File: src/rtl/hazard_forward_pc.sv
// Hazard control for the 5-stage RV32 pipeline: EX operand forwarding,
// load-use stall/flush generation and the enable-gated fetch PC register.
//
// Ports:
//   clk, reset          rising-edge clock, synchronous active-high reset
//   rs1D, rs2D          decode-stage source registers (load-use check)
//   rs1E, rs2E          execute-stage source registers (forward select)
//   rdE, rdM, rdW       destination registers in E / M / W
//   memtoregE           E-stage instruction is a load
//   writesregM/W        M / W instruction writes its rd
//   pauseD              decode halt marker, freezes the PC
//   pcnext              next PC value
//   srcaE, srcbE        register-file operands held in E
//   aluoutM, resultW    forwarding sources from M and W
//   pc                  registered fetch PC
//   stallF, stallD      hold fetch / hold the F->D register
//   flushE              bubble the D->E register
//   forwardAE/BE        operand select codes (10 = M, 01 = W, 00 = reg)
//   srcaFwd, srcbFwd    forwarded operands
//   stall_count         load-use stall cycle counter, saturating
//                       (present only when STALL_COUNT_EN is defined)
//
// Optional feature macro: STALL_COUNT_EN
module hazard_forward_pc #(
    parameter int              XLEN     = 32,
    parameter logic [XLEN-1:0] PC_RESET = '0
) (
    input  logic            clk,
    input  logic            reset,
    input  logic [4:0]      rs1D,
    input  logic [4:0]      rs2D,
    input  logic [4:0]      rs1E,
    input  logic [4:0]      rs2E,
    input  logic [4:0]      rdE,
    input  logic [4:0]      rdM,
    input  logic [4:0]      rdW,
    input  logic            memtoregE,
    input  logic            writesregM,
    input  logic            writesregW,
    input  logic            pauseD,
    input  logic [XLEN-1:0] pcnext,
    input  logic [XLEN-1:0] srcaE,
    input  logic [XLEN-1:0] srcbE,
    input  logic [XLEN-1:0] aluoutM,
    input  logic [XLEN-1:0] resultW,
    output logic [XLEN-1:0] pc,
    output logic            stallF,
    output logic            stallD,
    output logic            flushE,
    output logic [1:0]      forwardAE,
    output logic [1:0]      forwardBE,
    output logic [XLEN-1:0] srcaFwd,
    output logic [XLEN-1:0] srcbFwd
`ifdef STALL_COUNT_EN
    ,
    output logic [31:0]     stall_count
`endif
);

    logic [XLEN-1:0] r_pc;
    logic            w_lwstall;

    // M outranks W so the youngest in-flight value is used; x0 never forwards.
    function automatic logic [1:0] fwd_sel(
        input logic [4:0] rs,
        input logic [4:0] rd_m,
        input logic       wr_m,
        input logic [4:0] rd_w,
        input logic       wr_w
    );
        if (wr_m && rd_m != 5'd0 && rd_m == rs)
            return 2'b10;
        else if (wr_w && rd_w != 5'd0 && rd_w == rs)
            return 2'b01;
        else
            return 2'b00;
    endfunction

    function automatic logic [XLEN-1:0] fwd_mux(
        input logic [1:0]      sel,
        input logic [XLEN-1:0] src,
        input logic [XLEN-1:0] m_val,
        input logic [XLEN-1:0] w_val
    );
        case (sel)
            2'b10:   return m_val;
            2'b01:   return w_val;
            default: return src;
        endcase
    endfunction

    assign forwardAE = fwd_sel(rs1E, rdM, writesregM, rdW, writesregW);
    assign forwardBE = fwd_sel(rs2E, rdM, writesregM, rdW, writesregW);

    assign srcaFwd = fwd_mux(forwardAE, srcaE, aluoutM, resultW);
    assign srcbFwd = fwd_mux(forwardBE, srcbE, aluoutM, resultW);

    // A load in E cannot feed D's operands until it reaches W,
    // so decode and fetch hold one cycle while E gets a bubble.
    assign w_lwstall = memtoregE && (rdE != 5'd0)
                       && ((rdE == rs1D) || (rdE == rs2D));

    assign stallF = w_lwstall;
    assign stallD = w_lwstall;
    assign flushE = w_lwstall;

    always_ff @(posedge clk) begin
        if (reset)
            r_pc <= PC_RESET;
        else if (!w_lwstall && !pauseD)
            r_pc <= pcnext;
    end

    assign pc = r_pc;

`ifdef STALL_COUNT_EN
    logic [31:0] r_stall_cnt;

    always_ff @(posedge clk) begin
        if (reset)
            r_stall_cnt <= '0;
        else if (w_lwstall && r_stall_cnt != 32'hFFFF_FFFF)
            r_stall_cnt <= r_stall_cnt + 32'd1;
    end

    assign stall_count = r_stall_cnt;
`endif

endmodule

File: config.mk
export PLATFORM = sky130hd
export DESIGN_NAME = hazard_forward_pc
export DESIGN_NICKNAME = d
export VERILOG_FILES = /design/src/rtl/hazard_forward_pc.sv
export SDC_FILE = /design/constraint.sdc
export NUM_CORES = 1
export LEC_CHECK = 0
export BUFFER_PORTS_ARGS = -buffer_cell sky130_fd_sc_hd__buf_2
export CAP_MARGIN = 20
export CORE_AREA = 2 2 117 119
export CTS_CLUSTER_SIZE = 30
export DETAILED_ROUTE_END_ITERATION = 16
export DIE_AREA = 0 0 119 121
export GPL_ROUTABILITY_DRIVEN = 0
export PLACE_DENSITY_LB_ADDON = 0.2
export SYNTH_ARGS = -nofsm -noshare
export SYNTH_HDL_FRONTEND = slang
export SYNTH_SLANG_ARGS = --single-unit
File: constraint.sdc
create_clock -name clk -period 2.3 [get_ports clk]
set_clock_uncertainty 0.1 [all_clocks]
set_input_delay 0.23 -clock clk [delete_from_list [all_inputs] [get_ports clk]]
set_output_delay 0.23 -clock clk [all_outputs]
set_load 0.005 [all_outputs]
## Yosys cells after proc, flatten, opt, wreduce, memory -nomap -nowiden

Index checks and enable logic that the tools add are counted.

- Output and inout port bits: 103
- Input port bits: 201
- Register bits after elaboration: 32
- Word-level logic and storage cells: 32

- Reductions and logical operators: 15
- Multiplexer cells: 6
- Equal/unequal tests: 10

Operator list:

| kind | count |
|---|---|
| 32-bit case mux with 2 select lines | 2 |
| 5-bit == test | 6 |
| 5-bit nonzero test | 3 |
| 1-bit logical AND | 9 |
| 2-bit by 1-bit == test with 1-bit output, second input constant | 2 |
| 2-bit == test, second input constant | 2 |
| 2-bit two-way mux | 2 |
| 1-bit zero test | 2 |
| 1-bit two-way mux | 2 |
| 1-bit logical OR | 1 |

## Logic depth before layout (Yosys ltp)

- Depth after elaboration: 7
- Mapped depth: 7
- Mapped depth without buffers: 5

## Worst setup path before layout

Ideal clock, no wire load.

- Path kind: input -> output
- Start: in rdW[1]
- End: out srcbFwd[22]
- Arrival time: 1.739 ns
- Data required time: 1.970 ns
- Buffers on the path: 2
- Setup slack: 0.231 ns
- Stages on the path: 7
- Cell sequence: or4_1 > o21ai_2 > nor4_1 > nor2b_1 > buf_6 > buf_6 > a221o_1

- Longest elaborated chain between the ends: 7
- Elaborated cells on any way between the ends: 9
- Classes of those cells: eq/ne (3); mux (3); reduce/logical (3)

Ends and longest elaborated chain:

| element | line | source |
|---|---|---|
| start: declaration | 36 | `input logic [4:0] rdW,` |
| 5-bit nonzero test | 73 | `else if (wr_w && rd_w != 5'd0 && rd_w == rs)` |
| 1-bit logical AND | 73 |  |
| 1-bit logical AND (*) | 73 |  |
| 1-bit two-way mux (*) | 73 |  |
| 2-bit two-way mux (*) | 71 | `if (wr_m && rd_m != 5'd0 && rd_m == rs)` |
| net forwardBE[0] | 51 | `output logic [1:0] forwardBE,` |
| 2-bit by 1-bit == test with 1-bit output / 2-bit == test (equally long branches) | 85 | `case (sel)` |
| 32-bit case mux with 2 select lines (*) | 85 |  |
| end: declaration | 53 | `output logic [XLEN-1:0] srcbFwd` |

The timed path passes the listed nets; every way through them passes the cells marked *.

## Final worst setup path

- Start: in rdM[1]
- End: out srcaFwd[7]

- Longest elaborated chain between the ends: 6
- Elaborated cells on any way between the ends: 8
- Classes of those cells: eq/ne (3); mux (2); reduce/logical (3)

Ends and longest elaborated chain:

| element | line | source |
|---|---|---|
| start: declaration | 35 | `input logic [4:0] rdM,` |
| 5-bit nonzero test | 71 |  |
| 1-bit logical AND | 71 |  |
| 1-bit logical AND (*) | 71 |  |
| 2-bit two-way mux (*) | 71 |  |
| 2-bit by 1-bit == test with 1-bit output / 2-bit == test (equally long branches) | 85 |  |
| 32-bit case mux with 2 select lines (*) | 85 |  |
| end: declaration | 52 | `output logic [XLEN-1:0] srcaFwd,` |

Mark *: on every way between the ends. The rest lies on a longest branch, timed or not.

==> results.cfg <==
[run_status]
status = complete, but fails checks
violations = setup timing

[yosys]
synth.avg_cell_area_um2 = 7.82
synth_cell_types = 25
synth-seq-cells = 32
synth_cells = 463
synth_warnings = 0
postSynthNetCount = 664
yosysSeqAreaShare_pct = 17.7
synth_area_um2 = 3620

[floorplanning]
core_um2 = 13100
start_util_pct = 27.7
rows = 42
dieHeight_um = 121
ios = 304
die-area_um2 = 14400
die_w_um = 119

[placement]
io_buffer_count = 303
dp_hpwl_um = 13600
pre_cts_ws_ns = -0.241
dp_cells = 915

[detailed_routing]
routed_wl_um = 19300
drt_iter0_markers = 325
vias_per_cell = 5.61
drt_first_pass_iters = 5
drc = 0
vias = 5276
ant_nets = 0
wl_per_cell_um = 20.5

[pwr]
leakage_nw = 2.98
clockPowerShare_pct = 32.2
powerDensity_nw_per_um2 = 382
power_frac_seq_pct = 27.7
p_int_w = 0.00162
irDropWorstVdd_v = 0.000298
switching_share_pct = 30.7
p_switching_w = 0.000716
power_frac_comb_pct = 40.1

[worst_setup_path]
worstReg2RegEnd = pc[13]
cp-end-kind = primary output
crit_arrival_ns = 2.05
regToRegStartpoint = pc[13]
r2r_slack_ns = 1.32
r2r_cells = 3
cp-start-kind = input port
required_ns = 1.97
worstPathMaxFanout = 54
worst-setup-path-type = in2out

[clock_tree]
clock-sinks = 32
cts_tree = built
ctsHoldBuffers = 0
htree_levels = 2
cts.path.max_buffers = 2
clk_transition_reported_paths_ns = 0.05
cts_made_buffers = 5
clk_latency_ns = 0.28
root_buffer = clkbuf_16

[final_layout]
final_cells = 941
layout-drive-gt1-share_pct = 50.9
final_util_pct = 46.7
most-common-layout-cells = buf_2 (292), a221o_1 (64), nand2_1 (64)
synthToLayoutAreaGrowth_pct = 68.7
nNetsFinal = 963
layout_commonest_cell = buf_2
largest_reg_flops = 32

[grt]
antenna_found_initial = 4
gr-total-overflow = 0
grt_max_degree = 66
grt_pass1_wl_um = 26900
track_usage_pct = 23.7
grt_pass1_vias = 5005

[hold_path]
hold_class = in2reg
whs_path_depth = 3
worst_hold_path.endpoint = pc[23]
hold_start = pcnext[23]

[sta]
slew_headroom_pct = 65.5
min_period_ns = 2.38
grt_setup_unrepaired = true
setup_viol = 61
fin_setup_tns_ns = -2.65
fin_ws_ns = -0.0759
fmax_mhz = 421
drv_slew = 0
worst_pin_slew_ns = 0.517
hold_viol_final = 0
period_share_pct = 103

[flow_run]
cap_violations = 0
==> per-stage QoR <==
stage	instance area, um^2	total power, W	hold slack, ns
after global routing	6110	0.00247	0.357
after floorplan	3620	0.00105	0.429
final	6110	0.00233	0.342
after CTS	5840	0.00231	0.336
after global placement	5450	0.00149	0.487
after detailed placement	5450	0.00152	0.513
==> critical path, stage by stage <==
cell and delay [ns]:
buf_8 0.10, or4_4 0.54, o21ai_4 0.22, buf_6 0.13
nor4_4 0.06, buf_12 0.20, a221o_1 0.39, buf_2 0.14
==> per-layer routing <==
metal | vias to the layer above | routed length, um | track usage (%)
met5 | - | 74 | 2.94
met4 | 6 | 702 | 9.23
met3 | 58 | 2080 | 9.35
met2 | 307 | 9290 | 39.3
met1 | 2523 | 7150 | 27.2
li1 | 2382 | - | -
==> final cells by class <==
cell class                      count  area (um^2)
Fill cell                        1309         6980
Clock buffer                        6          129
Tap cell                          176          220
Timing Repair Buffer              350         2220
Multi-Input combinational cell    373         2860
Clock inverter                      2         35.0
Antenna cell                        2         5.00
Sequential cell                    32          641
==> power by group through the flow <==
stage          combinational [W]  sequential (W)  clock (W)
6_report                0.000935        0.000647   0.000751
5_1_grt                  0.00101        0.000655   0.000808
2_1_floorplan           0.000388        0.000659          0
4_1_cts                 0.000890        0.000647   0.000769
3_5_place_dp            0.000859        0.000658          0
3_3_place_gp            0.000840        0.000653          0
==> logic make-up after synthesis <==
| family | after synthesis | synth area share (%) |
|---|---|---|
| simple gates | 211 | 36.4 |
| compound gates | 132 | 30.7 |
| buf+inv | 58 | 7.95 |
| flops | 32 | 17.7 |
| xor+xnor | 30 | 7.26 |
==> worst max path at each step <==
stage | endpoint | from | depth (start not counted) | slack (ns)
2_1_floorplan | srcbFwd[22] | rdW[1] | 7 | 0.23
3_3_place_gp | srcbFwd[7] | rdM[1] | 8 | -0.19
3_5_place_dp | srcbFwd[7] | rdM[1] | 8 | -0.24
4_1_cts | srcbFwd[7] | rdM[1] | 9 | -0.04
5_1_grt | srcbFwd[1] | rs2E[0] | 10 | -0.14
6_report | srcaFwd[7] | rdM[1] | 8 | -0.08
==> repair_timing <==
action | in CTS | in global routing
setup endpoints to repair | 64 | 64
pin swaps | 12 | 17
resized for setup | 37 | 29
buffers inserted | 5 | 1
cloned | 4 | 6
==> Yosys cell counts <==
| master | instances | area share, % |
|---|---|---|
| a211o_1 | 32 | 7.7 |
| a221o_1 | 64 | 18 |
| a22oi_1 | 1 | 0.21 |
| and2_1 | 32 | 5.5 |
| buf_1 | 6 | 0.62 |
| buf_2 | 11 | 1.5 |
| buf_4 | 3 | 0.62 |
| buf_6 | 6 | 1.9 |
| clkbuf_1 | 32 | 3.3 |
| dfxtp_1 | 32 | 18 |
| nand2_1 | 64 | 6.6 |
| nand3_1 | 4 | 0.55 |
| nor2_1 | 4 | 0.41 |
| nor2b_1 | 2 | 0.35 |
| nor3_1 | 2 | 0.28 |
| nor3b_1 | 64 | 13 |
| nor4_1 | 2 | 0.35 |
| nor4_2 | 2 | 0.69 |
| nor4b_1 | 32 | 7.7 |
| o21ai_0 | 24 | 3.3 |
| o21ai_1 | 9 | 1.2 |
| o21ai_2 | 2 | 0.48 |
| or4_1 | 3 | 0.62 |
| xnor2_1 | 12 | 2.9 |
| xor2_1 | 18 | 4.4 |
(Power assumes the default switching activity.)
